File: src/rtl/mem_access_unit.sv
// mem_access_unit: initiator side of the word-wide datamem interface.
// Takes one load/store at a time from the MEM stage over a valid/ready
// handshake. Byte/halfword loads are extracted and extended here, and
// sub-word stores are done as a read-modify-write of the containing word.
// Optional build macro MEM_MISALIGN_TRAP_EN: misaligned half/word accesses
// skip memory entirely and complete with resp_err=1. Without the macro,
// the low address bits below the access size are ignored.
module mem_access_unit #(
  parameter int unsigned MEM_RD_LAT = 1
) (
  input  logic        clk,
  input  logic        rst,
  input  logic        req_valid,
  output logic        req_ready,
  input  logic        req_write,
  input  logic [1:0]  req_size,
  input  logic        req_signed,
  input  logic [31:0] req_addr,
  input  logic [31:0] req_wdata,
  output logic        resp_valid,
  output logic [31:0] resp_rdata,
  output logic        resp_err,
  output logic [31:0] address,
  output logic [31:0] Writedata,
  output logic        memread,
  output logic        memwrite,
  input  logic [31:0] readdata
);

  typedef enum logic [1:0] {
    IDLE    = 2'd0,
    RD_WAIT = 2'd1,
    WR      = 2'd2,
    RESP    = 2'd3
  } state_t;

  // Value of the read-phase counter in the last memread cycle.
  localparam logic [2:0] LAT_LAST = 3'(MEM_RD_LAT - 32'd1);

  state_t      state_r;
  logic [2:0]  cnt_r;
  logic [1:0]  lane_r;
  logic [1:0]  size_r;
  logic        signed_r;
  logic        write_r;
  logic [15:0] wdata_r;
  logic        trap_s;

  // Pick the addressed byte/half out of a memory word and extend it.
  function automatic logic [31:0] load_extract(input logic [31:0] word,
                                               input logic [1:0]  size,
                                               input logic [1:0]  lane,
                                               input logic        sext);
    logic [7:0]  b;
    logic [15:0] h;
    logic [31:0] res;
    b   = 8'h00;
    h   = 16'h0000;
    res = word;
    case (lane)
      2'b00:   b = word[7:0];
      2'b01:   b = word[15:8];
      2'b10:   b = word[23:16];
      default: b = word[31:24];
    endcase
    if (lane[1]) begin
      h = word[31:16];
    end else begin
      h = word[15:0];
    end
    case (size)
      2'b00:   res = {{24{sext & b[7]}}, b};
      2'b01:   res = {{16{sext & h[15]}}, h};
      default: res = word;
    endcase
    return res;
  endfunction

  // Replace only the addressed lane(s) of a memory word with store data.
  function automatic logic [31:0] store_merge(input logic [31:0] word,
                                              input logic [1:0]  size,
                                              input logic [1:0]  lane,
                                              input logic [15:0] wd);
    logic [31:0] res;
    res = word;
    case (size)
      2'b00: begin
        case (lane)
          2'b00:   res[7:0]   = wd[7:0];
          2'b01:   res[15:8]  = wd[7:0];
          2'b10:   res[23:16] = wd[7:0];
          default: res[31:24] = wd[7:0];
        endcase
      end
      2'b01: begin
        if (lane[1]) begin
          res[31:16] = wd;
        end else begin
          res[15:0] = wd;
        end
      end
      default: res = word;
    endcase
    return res;
  endfunction

`ifdef MEM_MISALIGN_TRAP_EN
  // Half needs addr[0]=0, word (and size 11) needs addr[1:0]=0.
  function automatic logic misaligned(input logic [1:0] size,
                                      input logic [1:0] lo);
    logic res;
    case (size)
      2'b00:   res = 1'b0;
      2'b01:   res = lo[0];
      default: res = (lo != 2'b00);
    endcase
    return res;
  endfunction

  assign trap_s = misaligned(req_size, req_addr[1:0]);
`else
  assign trap_s = 1'b0;
`endif

  // Control FSM; every output is a register updated here.
  always_ff @(posedge clk) begin
    if (!rst) begin
      state_r    <= IDLE;
      cnt_r      <= 3'd0;
      lane_r     <= 2'b00;
      size_r     <= 2'b00;
      signed_r   <= 1'b0;
      write_r    <= 1'b0;
      wdata_r    <= 16'h0000;
      req_ready  <= 1'b1;
      resp_valid <= 1'b0;
      resp_rdata <= 32'h0000_0000;
      resp_err   <= 1'b0;
      address    <= 32'h0000_0000;
      Writedata  <= 32'h0000_0000;
      memread    <= 1'b0;
      memwrite   <= 1'b0;
    end else begin
      case (state_r)
        IDLE: begin
          if (req_valid && req_ready) begin
            lane_r    <= req_addr[1:0];
            size_r    <= req_size;
            signed_r  <= req_signed;
            write_r   <= req_write;
            wdata_r   <= req_wdata[15:0];
            cnt_r     <= 3'd0;
            req_ready <= 1'b0;
            address   <= {req_addr[31:2], 2'b00};
            if (trap_s) begin
              state_r    <= RESP;
              resp_valid <= 1'b1;
              resp_err   <= 1'b1;
              resp_rdata <= 32'h0000_0000;
            end else if (req_write && req_size[1]) begin
              state_r   <= WR;
              Writedata <= req_wdata;
              memwrite  <= 1'b1;
            end else begin
              state_r <= RD_WAIT;
              memread <= 1'b1;
            end
          end else begin
            req_ready <= 1'b1;
          end
        end
        RD_WAIT: begin
          if (cnt_r == LAT_LAST) begin
            memread <= 1'b0;
            if (write_r) begin
              state_r   <= WR;
              Writedata <= store_merge(readdata, size_r, lane_r, wdata_r);
              memwrite  <= 1'b1;
            end else begin
              state_r    <= RESP;
              resp_valid <= 1'b1;
              resp_err   <= 1'b0;
              resp_rdata <= load_extract(readdata, size_r, lane_r, signed_r);
            end
          end else begin
            cnt_r <= cnt_r + 3'd1;
          end
        end
        WR: begin
          memwrite   <= 1'b0;
          state_r    <= RESP;
          resp_valid <= 1'b1;
          resp_err   <= 1'b0;
          resp_rdata <= 32'h0000_0000;
        end
        RESP: begin
          resp_valid <= 1'b0;
          resp_err   <= 1'b0;
          req_ready  <= 1'b1;
          state_r    <= IDLE;
        end
        default: begin
          state_r    <= IDLE;
          req_ready  <= 1'b1;
          resp_valid <= 1'b0;
          resp_err   <= 1'b0;
          memread    <= 1'b0;
          memwrite   <= 1'b0;
        end
      endcase
    end
  end

endmodule

File: config.mk
export PLATFORM = sky130hd
export DESIGN_NAME = mem_access_unit
export DESIGN_NICKNAME = d
export VERILOG_FILES = /design/src/rtl/mem_access_unit.sv
export SDC_FILE = /design/constraint.sdc
export NUM_CORES = 1
export LEC_CHECK = 0
export BUFFER_PORTS_ARGS = -buffer_cell sky130_fd_sc_hd__buf_2
export CAP_MARGIN = 10
export CELL_PAD_IN_SITES_DETAIL_PLACEMENT = 1
export CELL_PAD_IN_SITES_GLOBAL_PLACEMENT = 1
export CORE_MARGIN = 2
export CORE_UTILIZATION = 36
export CTS_BUF_LIST = sky130_fd_sc_hd__clkbuf_16
export DETAILED_ROUTE_END_ITERATION = 10
export PLACE_DENSITY_LB_ADDON = 0.1
export SLEW_MARGIN = 30
export SYNTH_ARGS = -nofsm -noshare
export SYNTH_HDL_FRONTEND = slang
export SYNTH_SLANG_ARGS = --single-unit
File: constraint.sdc
create_clock -name clk -period 2.7 [get_ports clk]
set_clock_uncertainty 0.15 [all_clocks]
set_input_delay 0.135 -clock clk [delete_from_list [all_inputs] [get_ports clk]]
set_output_delay 0.135 -clock clk [all_outputs]
set_load 0.05 [all_outputs]
==> results.txt <==
----------------------------------------------------
[Synth]
  Post-synthesis cell type with the largest combined area ... dfxtp_1
  Async S/R FF share, synth ... 0
  Commonest register cell after synthesis ... dfxtp_1
  Multiplexer area fraction after synthesis ... 0.03002
  Warning count from the yosys run ... 0
  Number of distinct library cells after synthesis ... 52
  Post-Synthesis Cell Area ... a little under 0.006 mm²
  Simple-gate share of the synthesized area ... 0.1894
  Proportion of netlist area held by the largest area contributor ... 0.4289
  Synth top area cells ... dfxtp_1 (43%), nand2_1 (8.4%), a21oi_1 (5.7%)
  Proportion of synthesized chip area in sequential cells ... 0.4289
  Count of flip-flops with a built-in enable after synthesis ... 0
  Average cell area after synthesis ... 8.456 µm²
  Xor/xnor share of the synthesized area ... 0.001501
  Adder-cell share of the synthesized area ... 0.01287
  Main combinational cell family by area after synthesis ... compound AO/OA/AOI/OAI gates
  Gate count after technology mapping ... 690
  Register bit total from synthesis ... between 100 and 150
  Complex-gate fraction of the synthesized area ... 0.2764

[Floorplan]
  Die outline area ... between 0.015 and 0.02 mm²
  Starting density of the core ... 0.3673
  Width of the chip ... between 100 and 150 µm
  Die Y-Extent ... ~130 µm
  Placement Rows ... 46
  Number of top-level pins ... 204
  Core area ... around 0.016 mm²

[CTS]
  TritonCTS clock tree ... done
  Total CTS buffers ... 17
  Post-CTS setup buffer count ... 0
  Number of sinks driven by the clock tree ... 125
  Clock latency on the worst-skew pair ... 420 ps
  CTS HTree Levels ... 4
  Clock transition time at the flip-flop clock pins of the worst setup and hold paths ... about 60 ps
  Clk Tree Root Cell ... clkbuf_16
  Max Buffers Root-to-Sink ... 2

[Min path]
  Hold WC Path Type ... input pin to flop

[Cells and area]
  Area of all placed cells without fillers ... ~0.0086 mm²
  Utilization after layout ... 0.5431
  Layout cells sized above 1 ... 0.2935
  Area growth syn-to-layout ... 47.87%
  ANT cells ... 0
  Number of nets in the layout ... between 1000 and 1500

[Setup path]
  Startpoint kind of the worst setup timing path ... flop
  Required time at the worst-slack endpoint ... between 2000 and 3000 ps
  CP max FO ... 23
  Arrival time at the worst endpoint ... about 2700 ps
  Worst setup path class ... flop to flop
  Setup crit end kind ... flop

[Timing]
  RSZ-0062 raised after global routing ... no
  Post-layout min period ... about 2500 ps
  Final setup violation count ... 0
  FMAX ... around 400 MHz
  Transition time at the pin with the least slew margin ... around 660 ps
  Setup TNS ... 0 ps
  Slew Limit Fails ... 0
  Final Hold Fails ... 0
  Slew margin rel. ... 0.5609
  Post-route fraction of the period consumed by the critical path ... 0.9246

[Pwr]
  Part of the power in combinational logic ... 0.429
  Share of total power in the clock network ... 0.277
  Switching share of power ... 0.4372
  Pleak ... 0.003756 µW
  Net Sw Power ... around 3700 µW
  Overall power ... 8556 µW
  Part of the total power dissipated in sequential elements ... 0.294
  Power density normalized to cell area ... between 900 and 1000 mW/mm²
  Internal Dissipation ... approximately 4800 µW
  Peak ir drop on the vdd network ... around 0.52 mV

[Detailed routing]
  Drt drc ... 0
  Total Routed Length ... between 20 and 25 mm
  Total number of vias ... approximately 6600
  1st-iter DRT viols ... 493
  First-pass detailed-route iteration total ... 5
  Average wire per standard cell ... about 20 µm
  Antenna-violating nets left ... 0
  Via density per instance ... about 5.5

[Placement]
  Port bufs ... 200
  Half-perimeter wire length of the detailed placement result ... about 16 mm
  Area post-placement ... between 0.007 and 0.008 mm²
  Routability cong. ... 0.8597

[Global route]
  Maximum number of pins on one net before global-route repair ... 52
  Number of antenna violations at the first check in global routing ... 0
  Number of global-route vias before repair ... ~6900
  Overflow left after global routing ... 0
  Gr usage total ... 0.2777
  Wire length of the first global-routing pass ... a little under 40 mm

[Status]
  Outcome ... completed

[Flow run]
  Maximum Capacitance Violations ... 0

----------------------------------------------------
==> final timing paths <==
check | startpoint | to | slack [ps] | cells past startpoint
worst max register to register | state_r[0] | Writedata[16] | 200 | 7
worst max-delay path | state_r[0] | Writedata[16] | 200 | 7
worst min-delay path | req_valid | wdata_r[15] | 5 | 4
worst min register to register | address[14] | address[14] | 300 | 2
==> per-layer routing <==
| metal | vias to the layer above | wire length [µm] | track usage |
|---|---|---|---|
| met5 | - | 0 | 0 |
| met4 | 0 | 767 | 0.1159 |
| met3 | 62 | 1536 | 0.06636 |
| met2 | 265 | 11610 | 0.4740 |
| met1 | 3221 | 10050 | 0.3353 |
| li1 | 3055 | - | - |
==> final cells by class <==
type / instances / area [µm²]
clock buffers: 17 / 425.4
flip-flops and latches: 125 / 2502
multi-input cells: 483 / 3010
fillers: 1921 / 7258
inverters: 18 / 67.56
clock inverters: 14 / 178.9
repair buffers: 321 / 2172
well taps: 216 / 270.3
==> power groups by stage <==
stage / clock network (µW) / logic, µW / registers [µW]
floorplan: 0 / 1490 / 3550
global placement: 0 / 3420 / 2540
detailed placement: 0 / 3510 / 2550
CTS: 2410 / 3640 / 2510
global route: 2480 / 3910 / 2570
finish: 2370 / 3670 / 2520
==> cells by family (layout without fill, tap and decap cells) <==
kind of cell / after synthesis / in the layout
buffers and inverters: 84 / 370
adder cells (fa/ha/maj): 6 / 6
multiplexers: 15 / 15
XOR/XNOR: 1 / 1
AND/OR/NAND/NOR: 238 / 238
flip-flops: 125 / 125
other: 1 / 3
AO/OA/AOI/OAI: 220 / 220
==> critical path: stages, from the launching register on <==
cell and delay [ps]:
dfxtp_1 390, inv_1 80, ha_1 310, a21boi_1 220
a2111oi_2 560, and2_1 210, buf_4 280, a32o_1 210
==> cell usage in the layout (no fill, tap or decap), drive strengths merged, types with 9 or more instances in the layout <==
cell,instances
a22o,9
a31oi,9
a221oi,17
buf,221
dlygate4sd3,100
a221o,16
or2,17
nand3,29
nand2,130
clkbuf,17
dfxtp,125
a21boi,9
inv,20
mux2,10
o21ai,29
o2bb2ai,16
a32o,15
nor2,17
a21oi,66
==> through the flow <==
step	instances	hold WS, ps	setup slack [ps]
after floorplan	692	61.23	545.1
after global placement	1063	224.9	336.5
after detailed placement	1063	233.1	225.9
after CTS	1194	1.816	220.1
after global routing	1194	57.76	67.36
final	1194	4.767	203.6
==> state kept, by name (all words and copies together) (netlist names) <==
name and count:
cnt_r 3, address 30, req_ready 1, signed_r 1
lane_r 2, wdata_r 16, Writedata 32, size_r 2
memread 1, write_r 1, resp_rdata 32, memwrite 1
resp_valid 1, state_r 2
==> synth_stat cells, types with 2 or more instances <==
cell	count
nand2_1	130
dfxtp_1	125
a21oi_1	66
clkbuf_1	45
nand3_1	29
o21ai_0	29
inv_1	18
nor2_1	17
or2_2	17
a221o_1	16
a221oi_1	16
o2bb2ai_1	16
a32o_1	15
mux2_2	10
a22o_1	9
a21boi_0	8
a21o_1	8
a31oi_1	8
a32oi_1	8
and3_1	8
buf_2	8
nand3b_1	8
a222oi_1	7
buf_1	7
nand4_1	7
ha_1	6
nand2b_1	6
buf_4	5
a211oi_1	4
and2_1	4
mux2i_1	4
nor2b_1	4
nor3_1	2
or3_1	2
==> what timing repair did <==
action                                  in CTS  in global routing
endpoints found under the hold margin      106                  0
endpoints found under the setup margin       0                  0
resized for setup                            0                  0
hold buffers                               100                  0
Power figures use the tool's default switching activity.
